$ cat config.mk
export PLATFORM = sky130hd
export DESIGN_NAME = multiply_f32_seq
export DESIGN_NICKNAME = d
export VERILOG_FILES = /design/src/rtl/f32_pkg.sv /design/src/rtl/f32_classify.sv /design/src/rtl/multiply_f32_seq.sv
export SDC_FILE = /design/constraint.sdc
export NUM_CORES = 1
export LEC_CHECK = 0
export BUFFER_PORTS_ARGS = -buffer_cell sky130_fd_sc_hd__buf_2
export CAP_MARGIN = 25
export CORE_MARGIN = 5
export CORE_UTILIZATION = 50
export CTS_BUF_LIST = sky130_fd_sc_hd__clkbuf_8
export DETAILED_ROUTE_END_ITERATION = 16
export PLACE_DENSITY_LB_ADDON = 0.3
export SETUP_SLACK_MARGIN = 0.1
export SLEW_MARGIN = 20
export SYNTH_ARGS = -nofsm -noshare
export SYNTH_HDL_FRONTEND = slang
export SYNTH_SLANG_ARGS = --single-unit
export TNS_END_PERCENT = 100
$ cat constraint.sdc
create_clock -name clk -period 3.4 [get_ports clk]
set_clock_uncertainty 0.05 [all_clocks]
set_input_delay 0.17 -clock clk [delete_from_list [all_inputs] [get_ports clk]]
set_output_delay 0.17 -clock clk [all_outputs]
set_load 0.02 [all_outputs]
$ cat src/rtl/f32_pkg.sv
// Shared float32 constants and field helpers for the recip/divide/multiply/int2float family.
package f32_pkg;

    localparam int          F32_BIAS    = 127;
    localparam logic [31:0] F32_QNAN    = 32'h7FC0_0000;
    localparam logic [7:0]  F32_EXP_MAX = 8'hFF;

    function automatic logic f32_sign(input logic [31:0] x);
        return x[31];
    endfunction

    function automatic logic [7:0] f32_exp(input logic [31:0] x);
        return x[30:23];
    endfunction

    function automatic logic [22:0] f32_mant(input logic [31:0] x);
        return x[22:0];
    endfunction

endpackage

$ cat src/rtl/f32_classify.sv
// Operand classifier: zero (including flushed denormals), infinity and NaN.
module f32_classify
    import f32_pkg::*;
(
    input  logic [31:0] x,
    output logic        is_zero,
    output logic        is_inf,
    output logic        is_nan
);

    assign is_zero = (f32_exp(x) == 8'h00);
    assign is_inf  = (f32_exp(x) == F32_EXP_MAX) && (f32_mant(x) == 23'h0);
    assign is_nan  = (f32_exp(x) == F32_EXP_MAX) && (f32_mant(x) != 23'h0);

endmodule

$ cat src/rtl/multiply_f32_seq.sv
// Fixed-latency float32 multiplier: one significand bit per cycle shift-add, then
// normalise/pack with truncation; results appear with a one-cycle rdy pulse.
module multiply_f32_seq
    import f32_pkg::*;
(
    input  logic        clk,
    input  logic        rst,
    input  logic        start,
    input  logic [31:0] a,
    input  logic [31:0] b,
    output logic        busy,
    output logic        rdy,
    output logic [31:0] prod
);

    typedef enum logic [1:0] {IDLE, MUL, NORM, DONE} state_t;

    localparam int MUL_STEPS = 24;

    state_t              state_q, state_d;
    logic                accept;
    logic [4:0]          cnt_q;
    logic                sign_q;
    logic signed [9:0]   exp_q;
    logic [47:0]         mcand_q;
    logic [23:0]         mplier_q;
    logic [47:0]         acc_q;
    logic                nan_q, inf_q, zero_q;
    logic [31:0]         res_q;

    logic                a_zero, a_inf, a_nan;
    logic                b_zero, b_inf, b_nan;
    logic signed [9:0]   exp_adj;
    logic [22:0]         mant_n;
    logic [31:0]         packed_res;

    f32_classify u_class_a (.x(a), .is_zero(a_zero), .is_inf(a_inf), .is_nan(a_nan));
    f32_classify u_class_b (.x(b), .is_zero(b_zero), .is_inf(b_inf), .is_nan(b_nan));

    // NOTE: every output of a combinational block gets a default before the case,
    // so no path leaves it unassigned and no latch is inferred.
    always_comb begin
        state_d = state_q;
        accept  = 1'b0;
        case (state_q)
            IDLE: begin
                if (start) begin
                    accept  = 1'b1;
                    state_d = MUL;
                end
            end
            MUL:  if (cnt_q == 5'(MUL_STEPS - 1)) state_d = NORM;
            NORM: state_d = DONE;
            DONE: begin
                if (start) begin
                    accept  = 1'b1;
                    state_d = MUL;
                end else begin
                    state_d = IDLE;
                end
            end
            default: state_d = IDLE;
        endcase
    end

    // Product of two 1.x significands lies in [1,4); acc[47] flags the [2,4) half.
    always_comb begin
        exp_adj = exp_q + 10'(acc_q[47]);
        mant_n  = acc_q[47] ? acc_q[46:24] : acc_q[45:23];
        if (nan_q)
            packed_res = F32_QNAN;
        else if (inf_q)
            packed_res = {sign_q, F32_EXP_MAX, 23'h0};
        else if (zero_q)
            packed_res = {sign_q, 31'h0};
        else if (exp_adj >= 10'sd255)
            packed_res = {sign_q, F32_EXP_MAX, 23'h0};
        else if (exp_adj <= 10'sd0)
            packed_res = {sign_q, 31'h0};
        else
            packed_res = {sign_q, exp_adj[7:0], mant_n};
    end

    // NOTE: state is updated with non-blocking assignments so every register samples
    // the pre-edge values, regardless of statement order.
    always_ff @(posedge clk) begin
        if (rst) begin
            state_q <= IDLE;
            busy    <= 1'b0;
            rdy     <= 1'b0;
            prod    <= 32'h0;
            cnt_q   <= 5'd0;
        end else begin
            state_q <= state_d;
            rdy     <= (state_q == DONE);
            if (state_q == DONE)
                prod <= res_q;
            if (accept)
                busy <= 1'b1;
            else if (state_q == DONE)
                busy <= 1'b0;
            if (accept)
                cnt_q <= 5'd0;
            else if (state_q == MUL)
                cnt_q <= cnt_q + 5'd1;
        end
    end

    // NOTE: datapath registers carry no reset; each is loaded on accept before it
    // is ever read, so only the control registers above need one.
    always_ff @(posedge clk) begin
        if (accept) begin
            sign_q   <= f32_sign(a) ^ f32_sign(b);
            exp_q    <= 10'(f32_exp(a)) + 10'(f32_exp(b)) - 10'(F32_BIAS);
            mcand_q  <= {24'h0, 1'b1, f32_mant(a)};
            mplier_q <= {1'b1, f32_mant(b)};
            acc_q    <= 48'h0;
            nan_q    <= a_nan | b_nan | (a_inf & b_zero) | (a_zero & b_inf);
            inf_q    <= a_inf | b_inf;
            zero_q   <= a_zero | b_zero;
        end else if (state_q == MUL) begin
            if (mplier_q[0])
                acc_q <= acc_q + mcand_q;
            mcand_q  <= mcand_q << 1;
            mplier_q <= mplier_q >> 1;
        end
        if (state_q == NORM)
            res_q <= packed_res;
    end

endmodule
# [After elaboration in Yosys (flattened, before gate mapping)]
# Cells that the tools add are included.
[word_totals] reg_bits=207 output_inout_bits=34 elab_cells=77
[op_classes] add_sub_neg=5 n_lt_le_gt_ge=2 eq_ne=8 mux=17 bitwise_logic=8 n_reduce_logical=19
[op_table] op="$mux W23" count=6
[op_table] op="$mux W31" count=3
[op_table] op="$add A48 B48 Y48" count=1
[op_table] op="$logic_not A23 Y1" count=2
[op_table] op="$reduce_bool A23 Y1" count=2
[op_table] op="$eq A8 B8 Y1 const B" count=2
[op_table] op="$logic_not A8 Y1" count=2
[op_table] op="$add A10 B1 Y10" count=1
[op_table] op="$ge A10 B9 Y1 const B" count=1
[op_table] op="$le A10 B1 Y1 const B" count=1
[op_table] op="$sub A9 B7 Y10 const B" count=1
[op_table] op="$add A8 B8 Y9" count=1
[op_table] op="$pmux W2 S4" count=1
[op_table] op="$reduce_or A2 Y1" count=3
[op_table] op="$add A5 B1 Y5 const B" count=1
[op_table] op="$eq A5 B5 Y1 const B" count=1
[op_table] op="$mux W1" count=5
[op_table] op="$or A1 B1 Y1" count=5
[op_table] op="$reduce_or A5 Y1" count=1
[op_table] op="$eq A2 B2 Y1 const B" count=2
[op_table] op="$logic_and A1 B1 Y1" count=4
[op_table] op="$mux W2" count=2
[op_table] op="$ne A2 B2 Y1 const B" count=2
[op_table] op="$reduce_and A2 Y1" count=2
[op_table] op="5 further kinds" count=7

# [Depth between registers and ports, before layout]
[logic_depth] ltp_word=6 ltp_mapped=12 ltp_nobuf=12

# [Hierarchy]
# From an unflattened synthesis, not the netlist that was laid out.
[hier_totals] hier_cells=1240 area_unflattened_um2=11385.9
[by_module_without_submodules] module="multiply_f32_seq" instances=1 cells_per_inst=1208 area_per_inst_um2=11183.2 seq_area_each_um2=5064.9
[by_module_without_submodules] module="f32_classify" instances=2 cells_per_inst=16 area_per_inst_um2=101.3 seq_area_each_um2=0.0

# [Worst setup path before layout]
# Ideal clock, no wire load.
[synth_path] kind="register to register" start="register mcand_q[0]" end="register acc_q[34]" setup_ns=0.117 arrival_time_ns=2.861 required_time_ns=3.233 path_slack_ns=0.371 stages_incl_launch_ff=12 n_path_buf=0 cell_sequence="edfxtp_1 ha_1 fa_1 a21o_1 a22oi_1 o221ai_2 a21o_1 a221o_1 a21oi_2 nor4_1 or3_1 a32o_1"
[synth_via] elab_chain_len=1
[synth_rtl] element="start, declared" line_no="multiply_f32_seq.sv:25" text="logic [47:0] mcand_q;"
[synth_rtl] element="start signal, assigned" line_no="multiply_f32_seq.sv:115" text="mcand_q <= {24'h0, 1'b1, f32_mant(a)};"
[synth_rtl] element="start signal, assigned" line_no="multiply_f32_seq.sv:124" text="mcand_q <= mcand_q << 1;"
[synth_rtl] element="$add A48 B48 Y48" line_no="multiply_f32_seq.sv:123" text="acc_q <= acc_q + mcand_q;"
[synth_rtl] element="end signal, assigned" line_no="multiply_f32_seq.sv:123"
[synth_rtl] element="end, declared" line_no="multiply_f32_seq.sv:27" text="logic [47:0] acc_q;"
# No other way between the ends.
# A chain may end at the register's enable or synchronous reset.

# [Final worst setup path]
# Ends and elaborated chain as after synthesis.

==> metrics.txt <==
# TYPE chip_impl_metric gauge
chip_impl_metric{name="postLayoutSetupSlackWorst",unit="ns"} 0.198
chip_impl_metric{name="number_of_sinks_handled_by_clock_tree_synthesis",unit=""} 207
chip_impl_info{name="timing.setup.critical_path_class",value="flip-flop to flip-flop"} 1
chip_impl_info{name="cts_tree",value="yes"} 1
chip_impl_metric{name="maxCapViolCount",unit=""} 0
chip_impl_metric{name="maxSlewHeadroom",unit="%"} 41.6
chip_impl_metric{name="first_global_vias",unit=""} 9553
chip_impl_metric{name="placement.setup.worst_slack",unit="ns"} 0.120
chip_impl_metric{name="cts_clock_pin_slew_for_the_worst_setup_and_hold_paths",unit="ns"} 0.07
chip_impl_metric{name="worst_skew_late_latency",unit="ns"} 0.52
chip_impl_metric{name="count_of_final_setup_violators",unit=""} 0
chip_impl_metric{name="drt_pre_antenna_iters",unit=""} 5
chip_impl_info{name="result_of_the_run",value="finished clean"} 1
chip_impl_metric{name="final_max_slew_viol_count",unit=""} 0
chip_impl_info{name="start_kind",value="flip-flop"} 1
chip_impl_info{name="hp-class",value="input pin to flip-flop"} 1
chip_impl_metric{name="layout-drive-gt1-share",unit="%"} 13.5
chip_impl_info{name="cell_taking_the_most_area_after_synthesis",value="edfxtp_1"} 1
chip_impl_metric{name="die_w",unit="µm"} 163
chip_impl_metric{name="post_synthesis_cell_type_count",unit=""} 78
chip_impl_metric{name="aggregate_global_route_resource_usage",unit="%"} 20.8
chip_impl_metric{name="critPathArrivalTime",unit="ns"} 3.57
chip_impl_metric{name="dp.cells",unit=""} 1628
chip_impl_metric{name="flip_flop_and_latch_count_after_synthesis",unit=""} 207
chip_impl_metric{name="boundaryPins",unit=""} 101
chip_impl_metric{name="cts_max_level",unit=""} 2
chip_impl_metric{name="finalSetupTns",unit="ns"} 0
chip_impl_metric{name="max_freq",unit="MHz"} 312
chip_impl_info{name="setup.worst_path.end_class",value="flip-flop"} 1
chip_impl_metric{name="place_congestion",unit=""} 0.890
chip_impl_metric{name="fin_worst_hold_slack",unit="ns"} 0.0609
chip_impl_info{name="synth_ff_type",value="dfxtp_1"} 1
chip_impl_info{name="clock_tree_root",value="clkbuf_8"} 1
chip_impl_metric{name="initial_utilization",unit="%"} 51.1
chip_impl_metric{name="post_drt_via_cell_ratio",unit=""} 5.51
chip_impl_metric{name="initial_antenna_violation_count",unit=""} 0
chip_impl_metric{name="tritoncts.num_buffers",unit=""} 35
chip_impl_info{name="yosys-top-cells-area",value="edfxtp_1, dfxtp_1, nand2_1, ha_1, mux2i_1"} 1
chip_impl_metric{name="via_count",unit=""} 9593
chip_impl_metric{name="drtIter0Drc",unit=""} 570
chip_impl_metric{name="power_density",unit="mW/mm²"} 708
chip_impl_metric{name="ir_worst_vdd",unit="mV"} 0.442
chip_impl_metric{name="antennaDiodeCount",unit=""} 0
chip_impl_metric{name="nNetsFinal",unit=""} 1539
chip_impl_metric{name="num_rows",unit=""} 55
chip_impl_metric{name="synthesis.area",unit="mm²"} 0.0116
chip_impl_metric{name="routedWlPerCell",unit="µm"} 15.8
chip_impl_metric{name="crit_path_max_fanout",unit=""} 5
chip_impl_metric{name="synth-warning-count",unit=""} 0
chip_impl_metric{name="grt_start_max_net_pins",unit=""} 53
chip_impl_metric{name="drt.antenna.violating_nets",unit=""} 0
chip_impl_metric{name="final_cell_count_no_fill",unit=""} 1740
chip_impl_metric{name="ys_async_sr_fraction",unit="%"} 0
chip_impl_metric{name="shortest_clock_period_the_worst_path_allows_after_layout",unit="ns"} 3.20
chip_impl_metric{name="drc",unit=""} 0
chip_impl_metric{name="synth_fp_nets",unit=""} 1407
chip_impl_metric{name="leakage",unit="nW"} 5.65
chip_impl_metric{name="die_h",unit="µm"} 163
chip_impl_metric{name="cts-root-to-sink-buffers",unit=""} 3
chip_impl_metric{name="grt_overflow",unit=""} 0
chip_impl_metric{name="die_area",unit="mm²"} 0.0264
chip_impl_metric{name="place.detailed.hpwl",unit="µm"} 18700
chip_impl_metric{name="synth_enable_flop_cells",unit=""} 92
chip_impl_metric{name="detailed_place.area",unit="mm²"} 0.0123
chip_impl_metric{name="ys_seq_area_share",unit="%"} 43.5
chip_impl_metric{name="cp.required",unit="ns"} 3.77
chip_impl_metric{name="portBuffers",unit=""} 100
chip_impl_metric{name="final.period_utilization",unit="%"} 94.2
chip_impl_metric{name="final_hold_viol_count",unit=""} 0
chip_impl_info{name="grt_setup_unrepaired",value="false"} 1
chip_impl_metric{name="avgSynthCellArea",unit="µm²"} 9.18
chip_impl_metric{name="fillers",unit=""} 2020
chip_impl_metric{name="yosysTopAreaCellShare",unit="%"} 23.7
chip_impl_metric{name="area_growth",unit="%"} 15.7
chip_impl_metric{name="stdcell_area",unit="mm²"} 0.0135
chip_impl_metric{name="timing_worst_slew_pin_value",unit="ns"} 0.873
chip_impl_metric{name="core",unit="mm²"} 0.0228
chip_impl_metric{name="grt_first_pass_wirelength",unit="µm"} 45900
chip_impl_metric{name="synthCells",unit=""} 1268
chip_impl_metric{name="postRouteWirelength",unit="µm"} 27500
[routing by layer]
| metal | part of all wire, % | global-route usage [%] | vias up |
|---|---|---|---|
| li1 | - | - | 4787 |
| met1 | 44 | 26.8 | 4472 |
| met2 | 48 | 35.4 | 277 |
| met3 | 5.4 | 3.82 | 57 |
| met4 | 2.4 | 6.94 | 0 |
| met5 | 0 | 0 | - |
[worst paths after layout]
path                    from        end  slack, ns  cells past startpoint
hold / removal         b[29]     zero_q       0.06                      4
setup reg to reg  mcand_q[0]  acc_q[34]       0.20                     11
setup / recovery  mcand_q[0]  acc_q[34]       0.20                     11
hold reg to reg    acc_q[21]  acc_q[21]       0.40                      2
[power breakdown]
| part | switching, mW | internal (mW) | leakage (nW) |
|---|---|---|---|
| logic | 2.25 | 1.23 | 3.42 |
| clock network | 0.995 | 1.21 | 0.409 |
| registers | 0.367 | 3.47 | 1.82 |
| total | 3.61 | 5.92 | 5.65 |
[synth_stat cells, types with 3 or more instances]
library cell and n:
inv_1 21, edfxtp_1 92, or4_1 3, nand2_1 253, and3_1 6, nor2_1 127, buf_2 3, nor3b_1 5
nand2b_1 5, a31oi_1 5, o21ai_0 42, dfxtp_1 115, o21ai_1 7, nor4_1 16, a21oi_2 3, o2111ai_1 3
buf_6 4, o211ai_1 7, xnor2_1 30, clkbuf_8 6, a21oi_1 93, ha_1 70, nand4_1 24, mux2i_1 83
a21o_1 27, a211oi_1 8, nor2b_1 7, nor3_1 23, o31ai_1 3, and2_1 4, o21bai_1 11, buf_4 5
xor2_1 25, nand3_1 21, or3_1 5, o21a_1 7, a221oi_1 4, clkbuf_1 45
[worst max-delay path: stages (launching register included)]
cell and delay, ns:
edfxtp_1 0.39, ha_1 0.25, fa_1 0.41, a21o_1 0.21
a22oi_2 0.19, o221ai_2 0.18, a21o_1 0.22, a221o_1 0.35
a21oi_4 0.21, nor4_1 0.09, or3_1 0.32, a32o_1 0.24
[cell usage in the layout (no fill, tap or decap), types with 5 or more instances in the layout]
cell / netlist / layout
o21a_1: 7 / 7
nor4_1: 16 / 16
buf_4: 5 / 12
dlygate4sd3_1: 0 / 48
nor2_1: 127 / 127
nand3_1: 21 / 21
buf_2: 3 / 100
nor3_1: 23 / 23
and3_1: 6 / 6
o21ai_1: 7 / 7
a21oi_1: 93 / 93
inv_1: 21 / 31
xor2_1: 25 / 25
o21ai_0: 42 / 42
nand2_1: 253 / 253
or3_1: 5 / 5
a31oi_1: 5 / 5
nor3b_1: 5 / 5
edfxtp_1: 92 / 92
clkbuf_8: 6 / 46
xnor2_1: 30 / 30
o21bai_1: 11 / 11
nor2b_1: 7 / 7
nand4_1: 24 / 24
a211oi_1: 8 / 8
dfxtp_1: 115 / 115
ha_1: 70 / 68
mux2i_1: 83 / 83
a21o_1: 27 / 27
o211ai_1: 7 / 7
[cells by family (layout without fill, tap and decap cells)]
| logic type | count (synthesis) | count (layout) | share of synthesized area (%) |
|---|---|---|---|
| AND/OR/NAND/NOR | 513 | 513 | 19.3 |
| AO/OA/AOI/OAI | 251 | 251 | 14.0 |
| flip-flops | 207 | 207 | 43.5 |
| adder cells (fa/ha/maj) | 72 | 72 | 7.87 |
| multiplexers | 83 | 83 | 7.14 |
| XOR/XNOR | 55 | 55 | 4.14 |
| buffers and inverters | 87 | 246 | 4.03 |
[stage by stage]
step | util (%) | power (mW)
CTS | 59.1 | 9.56
global placement | 53.8 | 7.20
finish | 59.1 | 9.53
detailed placement | 53.8 | 7.27
global route | 59.1 | 10.2
floorplan | - | 6.50
[state kept, by name, indices dropped and copies added, names as in the netlist]
register	flops
zero_q	1
cnt_q	5
mcand_q	48
sign_q	1
mplier_q	24
busy	1
exp_q	10
acc_q	48
nan_q	1
prod	32
rdy	1
inf_q	1
state_q	2
res_q	32
[cell type report]
cell class | count | area (µm²) | share of cell area [%]
inverters | 21 | 81.3 | 0.604
flip-flops and latches | 207 | 5060 | 37.6
well taps | 313 | 392 | 2.91
multi-input cells | 974 | 6130 | 45.5
repair buffers | 161 | 1090 | 8.10
clock inverters | 18 | 77.6 | 0.576
clock buffers | 46 | 633 | 4.70
[repair_timing]
| action | in CTS | in global routing |
|---|---|---|
| resized for setup | 0 | 3 |
| endpoints found under the setup margin | 0 | 3 |
| hold buffers | 48 | 0 |
| hold endpoints to repair | 47 | 0 |
| buffers inserted | 0 | 0 |
(Power assumes the default switching activity.)
